File: src/rtl/ex_muldiv.sv
// ex_muldiv: iterative EX-stage multiply/divide unit owning the HI/LO registers.
// A MULT/MULTU/DIV/DIVU runs for XLEN iterations on operand magnitudes, then
// a single fix-up cycle applies sign correction and commits the result to
// HI/LO. MTHI/MTLO are accepted only while idle. Any HI/LO access or new
// issue that arrives while an operation is in flight raises a stall.
module ex_muldiv #(
  parameter int XLEN = 32
) (
  input  logic            clk,
  input  logic            reset,
  input  logic            flush,
  input  logic            start,
  input  logic [1:0]      op,
  input  logic [XLEN-1:0] rs_data,
  input  logic [XLEN-1:0] rt_data,
  input  logic            hi_we,
  input  logic            lo_we,
  input  logic [XLEN-1:0] wdata,
  input  logic            hilo_rd,
  output logic [XLEN-1:0] hi,
  output logic [XLEN-1:0] lo,
  output logic            busy,
  output logic            done,
  output logic            stall
);

  localparam int CW = $clog2(XLEN);

  typedef enum logic [1:0] {IDLE, CALC, FIX} state_t;

  state_t              r_state;
  state_t              w_nextState;

  logic [CW-1:0]       r_cnt;
  logic                r_isDiv;
  logic                r_negRes;
  logic                r_negRem;
  logic                r_divZero;
  logic [XLEN-1:0]     r_origRs;
  logic [XLEN-1:0]     r_a;
  logic [XLEN-1:0]     r_b;
  logic [2*XLEN-1:0]   r_acc;
  logic [XLEN-1:0]     r_rem;
  logic [XLEN-1:0]     r_quo;
  logic [XLEN-1:0]     r_hi;
  logic [XLEN-1:0]     r_lo;
  logic                r_done;

  // Issue-time operand conditioning: signed ops (op[0]==0) work on magnitudes.
  logic                w_signedOp;
  logic                w_rsNeg;
  logic                w_rtNeg;
  logic [XLEN-1:0]     w_rsMag;
  logic [XLEN-1:0]     w_rtMag;

  // Per-iteration datapath for shift-add multiply and restoring divide.
  logic [XLEN:0]       w_addSum;
  logic [XLEN:0]       w_shift;
  logic                w_ge;
  logic [XLEN-1:0]     w_diff;

  // Sign-corrected results presented to HI/LO during FIX.
  logic [2*XLEN-1:0]   w_prod;
  logic [XLEN-1:0]     w_quoFix;
  logic [XLEN-1:0]     w_remFix;
  logic [XLEN-1:0]     w_hiRes;
  logic [XLEN-1:0]     w_loRes;

  assign w_signedOp = ~op[0];
  assign w_rsNeg    = w_signedOp & rs_data[XLEN-1];
  assign w_rtNeg    = w_signedOp & rt_data[XLEN-1];
  assign w_rsMag    = w_rsNeg ? (~rs_data + 1'b1) : rs_data;
  assign w_rtMag    = w_rtNeg ? (~rt_data + 1'b1) : rt_data;

  assign w_addSum = {1'b0, r_acc[2*XLEN-1:XLEN]} + (r_acc[0] ? {1'b0, r_a} : '0);
  assign w_shift  = {r_rem, r_quo[XLEN-1]};
  assign w_ge     = (w_shift >= {1'b0, r_b});
  assign w_diff   = w_shift[XLEN-1:0] - r_b;

  assign w_prod   = r_negRes ? (~r_acc + 1'b1) : r_acc;
  assign w_quoFix = r_negRes ? (~r_quo + 1'b1) : r_quo;
  assign w_remFix = r_negRem ? (~r_rem + 1'b1) : r_rem;

  // Select what FIX commits: product halves, quotient/remainder, or the
  // divide-by-zero pattern that returns the untouched dividend.
  always_comb begin
    w_hiRes = w_prod[2*XLEN-1:XLEN];
    w_loRes = w_prod[XLEN-1:0];
    if (r_isDiv) begin
      if (r_divZero) begin
        w_hiRes = r_origRs;
        w_loRes = '1;
      end else begin
        w_hiRes = w_remFix;
        w_loRes = w_quoFix;
      end
    end
  end

  // State register.
  always_ff @(posedge clk or posedge reset) begin
    if (reset) r_state <= IDLE;
    else       r_state <= w_nextState;
  end

  // Next-state logic; flush squashes an issue and aborts an in-flight op.
  always_comb begin
    w_nextState = r_state;
    case (r_state)
      IDLE: if (start && !flush) w_nextState = CALC;
      CALC: begin
        if (flush)              w_nextState = IDLE;
        else if (r_cnt == '0)   w_nextState = FIX;
      end
      FIX:     w_nextState = IDLE;
      default: w_nextState = IDLE;
    endcase
  end

  // Operand latch at issue and one multiply or divide iteration per CALC cycle.
  always_ff @(posedge clk or posedge reset) begin
    if (reset) begin
      r_cnt     <= '0;
      r_isDiv   <= 1'b0;
      r_negRes  <= 1'b0;
      r_negRem  <= 1'b0;
      r_divZero <= 1'b0;
      r_origRs  <= '0;
      r_a       <= '0;
      r_b       <= '0;
      r_acc     <= '0;
      r_rem     <= '0;
      r_quo     <= '0;
    end else if (r_state == IDLE) begin
      if (start && !flush) begin
        r_cnt     <= CW'(XLEN - 1);
        r_isDiv   <= op[1];
        r_negRes  <= w_rsNeg ^ w_rtNeg;
        r_negRem  <= w_rsNeg;
        r_divZero <= (rt_data == '0);
        r_origRs  <= rs_data;
        r_a       <= w_rsMag;
        r_b       <= w_rtMag;
        r_acc     <= {{XLEN{1'b0}}, w_rtMag};
        r_rem     <= '0;
        r_quo     <= w_rsMag;
      end
    end else if (r_state == CALC) begin
      r_cnt <= r_cnt - 1'b1;
      if (r_isDiv) begin
        r_rem <= w_ge ? w_diff : w_shift[XLEN-1:0];
        r_quo <= {r_quo[XLEN-2:0], w_ge};
      end else begin
        r_acc <= {w_addSum, r_acc[XLEN-1:1]};
      end
    end
  end

  // HI/LO: committed at FIX unless flushed; MTHI/MTLO only land while idle.
  always_ff @(posedge clk or posedge reset) begin
    if (reset) begin
      r_hi <= '0;
      r_lo <= '0;
    end else if (r_state == FIX) begin
      if (!flush) begin
        r_hi <= w_hiRes;
        r_lo <= w_loRes;
      end
    end else if (r_state == IDLE) begin
      if (hi_we) r_hi <= wdata;
      if (lo_we) r_lo <= wdata;
    end
  end

  // Completion pulse for the cycle after a committed FIX.
  always_ff @(posedge clk or posedge reset) begin
    if (reset) r_done <= 1'b0;
    else       r_done <= (r_state == FIX) && !flush;
  end

  assign hi    = r_hi;
  assign lo    = r_lo;
  assign done  = r_done;
  assign busy  = (r_state != IDLE);
  assign stall = busy & (start | hilo_rd | hi_we | lo_we);

endmodule
File: config.mk
export PLATFORM = sky130hd
export DESIGN_NAME = ex_muldiv
export DESIGN_NICKNAME = d
export VERILOG_FILES = /design/src/rtl/ex_muldiv.sv
export SDC_FILE = /design/constraint.sdc
export NUM_CORES = 1
export LEC_CHECK = 0
export CAP_MARGIN = 0
export CORE_ASPECT_RATIO = 0.9
export CORE_UTILIZATION = 59
export DETAILED_ROUTE_END_ITERATION = 16
export PLACE_DENSITY = 0.84
export SLEW_MARGIN = 20
export SYNTH_ARGS = -nofsm -noshare
export SYNTH_HDL_FRONTEND = slang
export SYNTH_SLANG_ARGS = --single-unit
File: constraint.sdc
create_clock -name clk -period 12.8 [get_ports clk]
set_input_delay 2.56 -clock clk [delete_from_list [all_inputs] [get_ports clk]]
set_output_delay 2.56 -clock clk [all_outputs]
set_load 0.05 [all_outputs]
==> results.cfg <==
[sta]
fin_skew_ns = 0.0340
slew_headroom = 0.316
fin_setup_tns_ns = 0
slew_viol_final = 0
tightest_slew_ns = 1.02
min_period_ns = 6.76
finalHoldViolations = 0
rsz0062_at_grt = false
fin_crit_sh = 0.528
fmax_ghz = 0.148
setup-violations-final = 0

[clock_tree]
clock_latency_ns = 0.54
cts.sinks = 299
htreeDepth = 2
cts_tree = done
cts_setup_buffers = 0
cts_hold_buf = 0
numCtsBuffers = 34
clk_path_buf_depth = 3
path_clk_slew_ns = 0.06
ctsResizeCount = 0
clock-root-buffer = clkbuf_16

[grt]
grt_max_degree = 121
grt_pass1_wl_um = 108000
antenna_found_initial = 2
grt-ovfl-total = 0
grtUsageTotal = 0.409
grt_pass1_vias = 18100

[die]
die_x_um = 196
num_io_pins = 172
initial_core_util = 0.604
fp.dieH_um = 177
die_area_um2 = 34700
num_rows = 63
core_area_um2 = 33200

[synthesis]
ys_async_sr_fraction = 1.00
ys.flop_type = dfrtp_1
avgSynthCellArea_um2 = 8.43
synth_area_um2 = 20000
ys_seq_elements = 299
synthDistinctLibCells = 72
synth-seq-area-share = 0.373
synth_enable_flop_cells = 0
yosys_warnings = 0
syn_nets = 2556
netlist_instances = 2378

[pwr]
peakVddDrop_mv = 0.156
p_clk_frac = 0.200
pwr-share-comb = 0.474
pwr-share-seq = 0.326
p_sw_frac = 0.460
switching_power_w = 0.00227
leakage_nw = 9.94
intPower_w = 0.00266
power_density_nw_per_um2 = 213

[worst_setup_path]
endpoint_kind = output pin
crit_arrival_ns = 4.20
crit_fanout = 3
reg2reg_depth = 11
cp.required_ns = 10.24
critical_path_class = in2out
start_kind = input port

[detailed_routing]
drt_pass1_iterations = 8
wl_met1_um = 29200
via_per_inst = 6.65
wl_per_cell_um = 24.0
drt_iter0_drc = 2547
routed.top_layer = met5
drtAntennaViolNets = 0
drc = 0
vias = 19600
totalWireLength_um = 70700
wl_met3_um = 8690
wl_met2_um = 30300

[layout]
final_common_cell = nand2_1
drive_gt1_frac = 0.0449
syn2layout_area_growth_pct = 15.4
layout_common_cells = nand2_1 (355), dfrtp_1 (297), o21ai_0 (264)
finish.net_count = 2649
nFillCells = 2666
multiInputGateArea_um2 = 11800
finalNonFillerCells = 2947
regArea_um2 = 7480
antenna_cells = 0

[place]
dp_hpwl_um = 53500
routabilityCongestion = 1.00
portBuffers = 171
dp.cells = 2890

[worst_hold_path]
hp-class = reg2reg
hold_depth = 2

[outcome]
status = finished, final reports clean

[job]
maxCapViolCount = 0
[power by group through the flow]
stage          Clock (W)  Combinational [W]  Sequential (W)
5_1_grt          0.00103            0.00252         0.00163
3_5_place_dp           0            0.00226         0.00159
2_1_floorplan          0            0.00154         0.00155
6_report        0.000985            0.00234         0.00161
3_3_place_gp           0            0.00220         0.00158
4_1_cts         0.000991            0.00228         0.00158
[Yosys cell counts (all sizes together) (14+ instances only)]
library cell	instances	area [um2]
mux2i	40	400
xor2	110	963
a221oi	19	166
nor4	26	175
ha	71	888
a21oi	147	736
a221o	35	350
o21bai	14	105
nor3	30	150
a31oi	31	194
clkbuf	125	470
o211ai	25	188
inv	72	270
and2	34	213
dfrtp	299	7480
nand3	34	170
a21o	55	414
nor2	152	571
o31ai	49	368
o221ai	21	184
or3	28	180
o41ai	21	203
nand2b	28	175
or4	28	223
nand2	355	1330
xnor2	120	1050
o21ai	264	1320
[critical path, stage by stage]
cell,delay [ns]
clkdlybuf4s50_1,0.54
nor4_1,0.31
nor2_1,0.08
clkdlybuf4s50_1,0.70
[cells by family (layout without fill, tap and decap cells)]
| logic type | Yosys count | count (layout) | synth area share |
|---|---|---|---|
| flops | 299 | 299 | 0.373 |
| mux | 41 | 41 | 0.0205 |
| buf+inv | 211 | 325 | 0.0400 |
| fa+ha+maj | 73 | 73 | 0.0463 |
| simple gates | 776 | 776 | 0.181 |
| xor+xnor | 230 | 230 | 0.101 |
| compound gates | 748 | 748 | 0.238 |
[final timing paths]
| check | slack, ns | endpoint | start |
|---|---|---|---|
| hold / removal | 0.48 | r_a[10] | r_a[10] |
| setup / recovery | 6.04 | stall | start |
| setup reg to reg | 8.25 | r_acc[62] | r_acc[0] |
| max in group asynchronous | 8.24 | r_rem[26] | reset |
| min in group asynchronous | 2.50 | r_cnt[2] | reset |
| hold reg to reg | 0.48 | r_a[10] | r_a[10] |
[area by class of cell]
cell class,instances,area share
Clock buffer,47,0.0428
Clock inverter,10,0.00498
Inverter,74,0.0123
Multi-Input combinational cell,1868,0.510
Sequential cell,299,0.324
Tap cell,455,0.0246
Timing Repair Buffer,194,0.0818
[layer usage]
metal | track usage | up-vias
met4 | 0.137 | 4
met1 | 0.577 | 9455
li1 | - | 8758
met2 | 0.616 | 1223
met5 | 0 | -
met3 | 0.0987 | 164
[flip-flops by register name, summed over array words and instances, names as in the netlist]
signal     cells
lo            32
r_acc         64
hi            32
r_negRes       1
r_divZero      1
r_rem         32
r_cnt          5
r_a           31
r_negRem       1
r_isDiv        1
done           1
r_origRs      32
r_b           32
r_quo         32
r_state        2
[through the flow]
step	util	power [W]	hold WS [ns]	instance area (um2)	setup WS [ns]
after floorplan	-	0.00308	0.437	20000	1.98
after global placement	0.663	0.00378	0.449	22000	6.02
after detailed placement	0.663	0.00385	0.461	22000	6.02
after CTS	0.697	0.00485	0.474	23100	6.02
after global routing	0.697	0.00518	0.489	23100	5.93
final	0.697	0.00493	0.476	23100	6.04
(Power assumes the default switching activity.)
